--- config.mk ---
export PLATFORM = sky130hd
export DESIGN_NAME = bcd_stopwatch_multi_flat
export DESIGN_NICKNAME = d
export VERILOG_FILES = /design/src/rtl/bcd_stopwatch_multi_if.sv /design/src/rtl/bcd_stopwatch_multi.sv /design/src/flat_wrapper.sv
export SDC_FILE = /design/constraint.sdc
export NUM_CORES = 1
export LEC_CHECK = 0
export ABC_AREA = 0
export CAP_MARGIN = 0
export CORE_UTILIZATION = 46
export CTS_CLUSTER_SIZE = 40
export DETAILED_ROUTE_END_ITERATION = 16
export GPL_TIMING_DRIVEN = 0
export PLACE_DENSITY_LB_ADDON = 0.2
export SYNTH_ARGS = -nofsm -noshare
export SYNTH_HDL_FRONTEND = slang
export SYNTH_SLANG_ARGS = --single-unit
--- constraint.sdc ---
create_clock -name clk -period 4.45 [get_ports clk]
set_clock_uncertainty 0.05 [all_clocks]
set_input_delay 0.6675 -clock clk [delete_from_list [all_inputs] [get_ports clk]]
set_output_delay 0.6675 -clock clk [all_outputs]
set_load 0.1 [all_outputs]
--- src/rtl/bcd_stopwatch_multi_if.sv ---
// Control and display bundle of the multi-digit BCD stopwatch.
// master drives the commands, slave is the stopwatch itself.
interface bcd_stopwatch_multi_if #(
    parameter int DIGITS = 4
);
    logic                  start_resume;
    logic                  stop;
    logic                  clear;
    logic                  lap;
    logic [4*DIGITS-1:0]   number;
    logic                  running;
    logic                  lap_active;
    logic                  overflow;

    modport master (
        output start_resume, stop, clear, lap,
        input  number, running, lap_active, overflow
    );

    modport slave (
        input  start_resume, stop, clear, lap,
        output number, running, lap_active, overflow
    );
endinterface

--- src/rtl/bcd_stopwatch_multi.sv ---
// N-digit BCD stopwatch with tick prescaler, lap freeze,
// synchronous clear and wrap/saturate overflow policy.
module bcd_stopwatch_multi #(
    parameter int DIGITS   = 4,
    parameter int TICK_DIV = 1,
    parameter int WRAP     = 1
) (
    input  logic                  clk,
    input  logic                  reset,
    bcd_stopwatch_multi_if.slave  sw
);
    localparam int PW = (TICK_DIV > 1) ? $clog2(TICK_DIV) : 1;
    localparam int NW = 4 * DIGITS;

    typedef enum logic [1:0] {
        S_IDLE  = 2'd0,
        S_RUN   = 2'd1,
        S_PAUSE = 2'd2
    } state_t;

    state_t          r_state;
    state_t          w_state_nxt;
    logic [PW-1:0]   r_presc;
    logic [NW-1:0]   r_count;
    logic [NW-1:0]   r_lap;
    logic            r_lap_active;
    logic            r_overflow;
    logic            r_running;
    logic            r_lap_q;
    logic [NW-1:0]   w_inc;
    logic            w_all9;
    logic            w_presc_end;
    logic            w_tick;
    logic            w_lap_rise;

    assign w_presc_end = (r_presc == PW'(TICK_DIV - 1));
    assign w_tick      = (r_state == S_RUN) && w_presc_end && !sw.clear;
    assign w_lap_rise  = sw.lap && !r_lap_q;

    // Ripple BCD increment; a carry surviving every digit means all-9s.
    always_comb begin
        logic c;
        c     = 1'b1;
        w_inc = r_count;
        for (int i = 0; i < DIGITS; i++) begin
            if (c) begin
                if (r_count[4*i +: 4] == 4'd9) begin
                    w_inc[4*i +: 4] = 4'd0;
                end else begin
                    w_inc[4*i +: 4] = r_count[4*i +: 4] + 4'd1;
                    c = 1'b0;
                end
            end
        end
        w_all9 = c;
    end

    always_comb begin
        w_state_nxt = r_state;
        if (sw.clear) begin
            w_state_nxt = S_IDLE;
        end else if (sw.stop) begin
            if (r_state == S_RUN) w_state_nxt = S_PAUSE;
        end else if (sw.start_resume) begin
            w_state_nxt = S_RUN;
        end
        if (w_tick && w_all9 && (WRAP == 0)) begin
            w_state_nxt = S_PAUSE;
        end
    end

    always_ff @(posedge clk or negedge reset) begin
        if (!reset) begin
            r_state      <= S_IDLE;
            r_running    <= 1'b0;
            r_presc      <= '0;
            r_count      <= '0;
            r_lap        <= '0;
            r_lap_active <= 1'b0;
            r_overflow   <= 1'b0;
            r_lap_q      <= 1'b0;
        end else begin
            r_state   <= w_state_nxt;
            r_running <= (w_state_nxt == S_RUN);
            r_lap_q   <= sw.lap;
            if (sw.clear) begin
                r_presc      <= '0;
                r_count      <= '0;
                r_lap        <= '0;
                r_lap_active <= 1'b0;
                r_overflow   <= 1'b0;
            end else begin
                if (r_state == S_RUN) begin
                    r_presc <= w_presc_end ? '0 : r_presc + PW'(1);
                end
                if (w_tick) begin
                    r_overflow <= r_overflow | w_all9;
                    if (!w_all9) begin
                        r_count <= w_inc;
                    end else if (WRAP != 0) begin
                        r_count <= '0;
                    end
                end
                if (w_lap_rise) begin
                    if (r_lap_active) begin
                        r_lap_active <= 1'b0;
                    end else if (r_state == S_RUN) begin
                        r_lap_active <= 1'b1;
                        r_lap        <= r_count;
                    end
                end
            end
        end
    end

    assign sw.number     = r_lap_active ? r_lap : r_count;
    assign sw.running    = r_running;
    assign sw.lap_active = r_lap_active;
    assign sw.overflow   = r_overflow;
endmodule
--- src/flat_wrapper.sv ---
// flat-port wrapper written by rule: the top's interface ports become plain ports
module bcd_stopwatch_multi_flat 
#(
    parameter int DIGITS   = 4,
    parameter int TICK_DIV = 1,
    parameter int WRAP     = 1
)
  (clk, reset, sw_start_resume, sw_stop, sw_clear, sw_lap, sw_number, sw_running, sw_lap_active, sw_overflow);
  bcd_stopwatch_multi_if #(.DIGITS(DIGITS)) sw_i ();
  input  logic clk;
  input  logic reset;
  input wire logic [$bits(sw_i.start_resume)-1:0] sw_start_resume;
  input wire logic [$bits(sw_i.stop)-1:0] sw_stop;
  input wire logic [$bits(sw_i.clear)-1:0] sw_clear;
  input wire logic [$bits(sw_i.lap)-1:0] sw_lap;
  output wire logic [$bits(sw_i.number)-1:0] sw_number;
  output wire logic [$bits(sw_i.running)-1:0] sw_running;
  output wire logic [$bits(sw_i.lap_active)-1:0] sw_lap_active;
  output wire logic [$bits(sw_i.overflow)-1:0] sw_overflow;
  assign sw_i.start_resume = sw_start_resume;
  assign sw_i.stop = sw_stop;
  assign sw_i.clear = sw_clear;
  assign sw_i.lap = sw_lap;
  assign sw_number = sw_i.number;
  assign sw_running = sw_i.running;
  assign sw_lap_active = sw_i.lap_active;
  assign sw_overflow = sw_i.overflow;
  bcd_stopwatch_multi #(.DIGITS(DIGITS), .TICK_DIV(TICK_DIV), .WRAP(WRAP)) u_core (.clk(clk), .reset(reset), .sw(sw_i));
endmodule
After elaboration in Yosys (flattened, before gate mapping)
Cells that the tools add are included.

Bits in registers: 39. Bits of input ports: 6. Logic and storage cells: 75.

Add/sub/neg operators: 5. Equal/unequal tests: 7. Mux-type cells: 35. Bitwise operators: 2. Reductions and logical operators: 15.

Operator list (number): $mux 16 (8); $mux 4 (7); $add 4x1->4 const B (4); $eq 4x4->1 const B (4); $mux 1 (16); $reduce_bool 3->1 (3); $mux 2 (4); $reduce_and 2->1 (3); $reduce_bool 2->1 (3); $eq 2x1->1 const B (2); $logic_and 1x1->1 (3); $reduce_and 3->1 (1); $logic_not 1->1 (2); $ne 2x2->1 const B (1); $add 1x1->1 const B (1); $not 1->1 (1); $or 1x1->1 (1).

Logic depth before layout (Yosys ltp)
Depth after elaboration: 8. Gate-level depth with buffers: 7. Depth with buffers taken out: 6.

Least setup slack after synthesis
Ideal clock, no wire load.

Path kind: reg-to-output. Start: register u_core.r_lap_active (netlist: u_core.sw.lap_active). End: output port sw_number[5]. Data arrival time: 3.211 ns. Slack: 0.521 ns. Cell stages (with the launch flop): 3. Cell sequence: dfrtp_1 > clkbuf_1 > o21ai_0.

Word-level cells in the longest chain between the ends: 1.

Ends and longest elaborated chain: start: declaration (RTL line bcd_stopwatch_multi.sv:26) `logic r_lap_active;`; start signal: assignment (RTL line bcd_stopwatch_multi.sv:79) `r_lap_active <= 1'b0;`; start signal: assignment (RTL line bcd_stopwatch_multi.sv:90) `r_lap_active <= 1'b0;`; start signal: assignment (RTL line bcd_stopwatch_multi.sv:106) `r_lap_active <= 1'b0;`; $mux 16 (RTL line bcd_stopwatch_multi.sv:116) `assign sw.number = r_lap_active ? r_lap : r_count;`; end: declaration (RTL line flat_wrapper.sv:16) `output wire logic [$bits(sw_i.number)-1:0] sw_number;`.

Every way passes these cells.

Final worst setup path
Start: register u_core.r_lap_active (netlist: u_core.sw.lap_active). End: output port sw_number[4].

Same word-level chain as after synthesis.

==> flow_metrics.env <==
export IMPL_port_buffers=23
export IMPL_r2r_setup_slack_ps=2500
export IMPL_setup_violations_final=0
export IMPL_layout_nets=247
export IMPL_path_cells="clkbuf_1 -> mux2_2 -> clkdlybuf4s50_1"
export IMPL_setup_ws_ps=1040
export IMPL_critPathLaunchType="register"
export IMPL_num_vias=1502
export IMPL_synth_cell_types=33
export IMPL_gp_congestion=0.786
export IMPL_dpl_cell_count=276
export IMPL_post_cts_setup_buffers=0
export IMPL_synth_seq_area_share_pct=46.9
export IMPL_syn_inst=203
export IMPL_r2r_cells=7
export IMPL_timing_critical_path_slowest_stage_cell="clkdlybuf4s50_1"
export IMPL_power_leakage_nw=1.04
export IMPL_worst_pin_slew_ps=975
export IMPL_worstSetupStartpoint="u_core.sw.lap_active$_DFFE_PN0P_"
export IMPL_syn_avg_cell_area_um2=9.98
export IMPL_synth_seq_cells=38
export IMPL_grt_max_degree=39
export IMPL_maxCapViolCount=0
export IMPL_htree_levels=2
export IMPL_pin_count=25
export IMPL_die_y_um=68.4
export IMPL_power_density_mw_per_mm2=259
export IMPL_final_cell_mix="dfrtp_1 (38), nor2_1 (31), clkdlybuf4s50_1 (22)"
export IMPL_ctsHoldBuffers=0
export IMPL_netlist_area_mm2=0.00203
export IMPL_totalPowerFinal_mw=0.618
export IMPL_route_detailed_drc=0
export IMPL_netlist_top_cells_area="dfrtp_1 (47%), mux2i_1 (8.9%), mux2_2 (6.1%)"
export IMPL_cp_end_kind="primary output"
export IMPL_clk_latency_ps=280
export IMPL_endpoint="sw_number[4]"
export IMPL_pre_cts_slack_ps=1330
export IMPL_drt_initial_drc_count=132
export IMPL_numCtsBuffers=5
export IMPL_via_per_inst=5.31
export IMPL_status="completed"
export IMPL_ant_nets=0
export IMPL_hold_viol=0
export IMPL_cts_tree="yes"
export IMPL_yosysTopAreaCell="dfrtp_1"
export IMPL_numClockSinks=38
export IMPL_area_growth_pct=18.0
export IMPL_irDropWorstVdd_v=0.000176
export IMPL_holdWs_ps=439
export IMPL_hpwl_mm=2.88
export IMPL_rows=23
export IMPL_synth_fp_nets=217
export IMPL_first_global_vias=1372
export IMPL_setup_tns_ps=0
export IMPL_critPathBufInv=2
export IMPL_grt_antenna_before_repair=0
export IMPL_path_class="reg2out"
export IMPL_fin_crit_ps=3410
export IMPL_die_w_um=68.4
export IMPL_clkTransAtPathRegs_ps=70
export IMPL_grt_pass1_wl_mm=6.70
export IMPL_r2r_start="u_core.r_count[5]$_DFFE_PN0P_"
export IMPL_path_max_fanout=10
export IMPL_final_common_cell="dfrtp_1"
export IMPL_die_area_mm2=0.00468
export IMPL_grt_use_total_pct=20.1
export IMPL_cp_required_ps=3730
export IMPL_root_buffer="clkbuf_8"
export IMPL_report_final_slew_viol_count=0
export IMPL_synth_top_area_share_pct=46.9
export IMPL_grt_overflow_total=0
export IMPL_arrival_ps=2690
export IMPL_diodes=0
export IMPL_crit_family="buffers and inverters"
export IMPL_period_share_pct=76.6
export IMPL_ys_warn_count=0
export IMPL_first_pass_iters=4
export IMPL_rsz0062_at_grt="no"
export IMPL_path_depth=3
export IMPL_routed_wl_mm=4.17
export IMPL_fmax_mhz=293
export IMPL_cts_resized=0
export IMPL_initial_utilization_pct=49.3
export IMPL_slew_headroom_pct=34.8
export IMPL_instances_no_fill=283
export IMPL_r2r_end="u_core.r_count[15]$_DFFE_PN0P_"
export IMPL_n_fill_cell=376
export IMPL_core_area_mm2=0.00412
export IMPL_cpPeakStageDelay_ps=1130
export IMPL_hp_class="in2async"
export IMPL_layout_drive_gt1_share_pct=10.3
export IMPL_wl_per_cell_um=14.7
export IMPL_clockBufferDepth=2
## through the flow
stage / cell area, µm² / util, %
floorplan: 2030 / -
global placement: 2320 / 56.4
detailed placement: 2310 / 56.2
CTS: 2390 / 58.1
global route: 2390 / 58.1
finish: 2390 / 58.1
## cell families (layout without fill, tap and decap cells)
kind of cell,count (synthesis),after routing,share of synthesized area [%]
compound gates,32,32,9.01
xor+xnor,2,2,0.864
fa+ha+maj,8,8,4.94
buf+inv,19,49,4.81
flops,38,38,46.9
mux,29,29,15.0
simple gates,75,75,18.5
## registers in the layout, summed over array words and instances, names as in the netlist
| signal | flops |
|---|---|
| u_core.r_lap | 16 |
| u_core.r_count | 16 |
| u_core.r_state | 2 |
| u_core.sw.lap_active | 1 |
| u_core.r_lap_q | 1 |
| u_core.sw.running | 1 |
| u_core.sw.overflow | 1 |
## power breakdown
group / internal [mW] / total (mW) / switching [mW] / leakage (nW)
clock network: 0.108 / 0.214 / 0.107 / 0.0383
logic: 0.0139 / 0.0524 / 0.0385 / 0.475
registers: 0.349 / 0.352 / 0.00328 / 0.526
## layout make-up
type / count / area, µm² / share of cell area [%]
multi-input cells: 146 / 978 / 40.9
flip-flops and latches: 38 / 951 / 39.8
plain buffers: 11 / 67.6 / 2.83
inverters: 8 / 30.0 / 1.26
well taps: 50 / 62.6 / 2.62
clock buffers: 7 / 76.3 / 3.19
repair buffers: 23 / 225 / 9.42
## layer usage
metal	routed length [µm]	share of wire, %	vias up	track usage (%)
met5	0	0	-	0
li1	-	-	760	-
met1	2050	49	715	26.6
met3	118	2.8	5	5.50
met4	34	0.81	0	5.47
met2	1970	47	22	32.0
## worst min-delay path by stage
| stage | to | from | cells past startpoint | slack [ps] |
|---|---|---|---|---|
| after floorplan | u_core.r_count[0]$_DFFE_PN0P_ | reset | 0 | 320 |
| after global placement | u_core.sw.overflow$_DFFE_PN0P_ | u_core.sw.overflow$_DFFE_PN0P_ | 2 | 440 |
| after detailed placement | u_core.sw.overflow$_DFFE_PN0P_ | u_core.sw.overflow$_DFFE_PN0P_ | 2 | 440 |
| after CTS | u_core.r_lap[3]$_DFFE_PN0P_ | reset | 1 | 460 |
| after global routing | u_core.r_lap[4]$_DFFE_PN0P_ | reset | 1 | 490 |
| final | u_core.r_lap[4]$_DFFE_PN0P_ | reset | 1 | 440 |
## Yosys cell counts
cell       instances
inv_1              8
buf_4              3
ha_1               8
mux2i_1           18
nand2b_1           2
and2_1             1
xor2_1             2
a22oi_1            1
buf_6              2
a211o_1            1
or3_1              4
clkbuf_1           5
nand3b_1           1
o21ai_0           11
a21oi_1           14
a41o_1             1
nor2_1            31
nor3_1             6
a2111oi_0          1
o31ai_1            1
nor4_1             1
mux2_2            11
or4_1              1
a21boi_0           2
nand2_1           15
nand3_1            3
buf_1              1
nand3_4            1
dfrtp_1           38
and2b_2            1
and3b_1            5
and4_1             1
nand4_1            2
No activity file was read; power rests on OpenSTA's default activity.
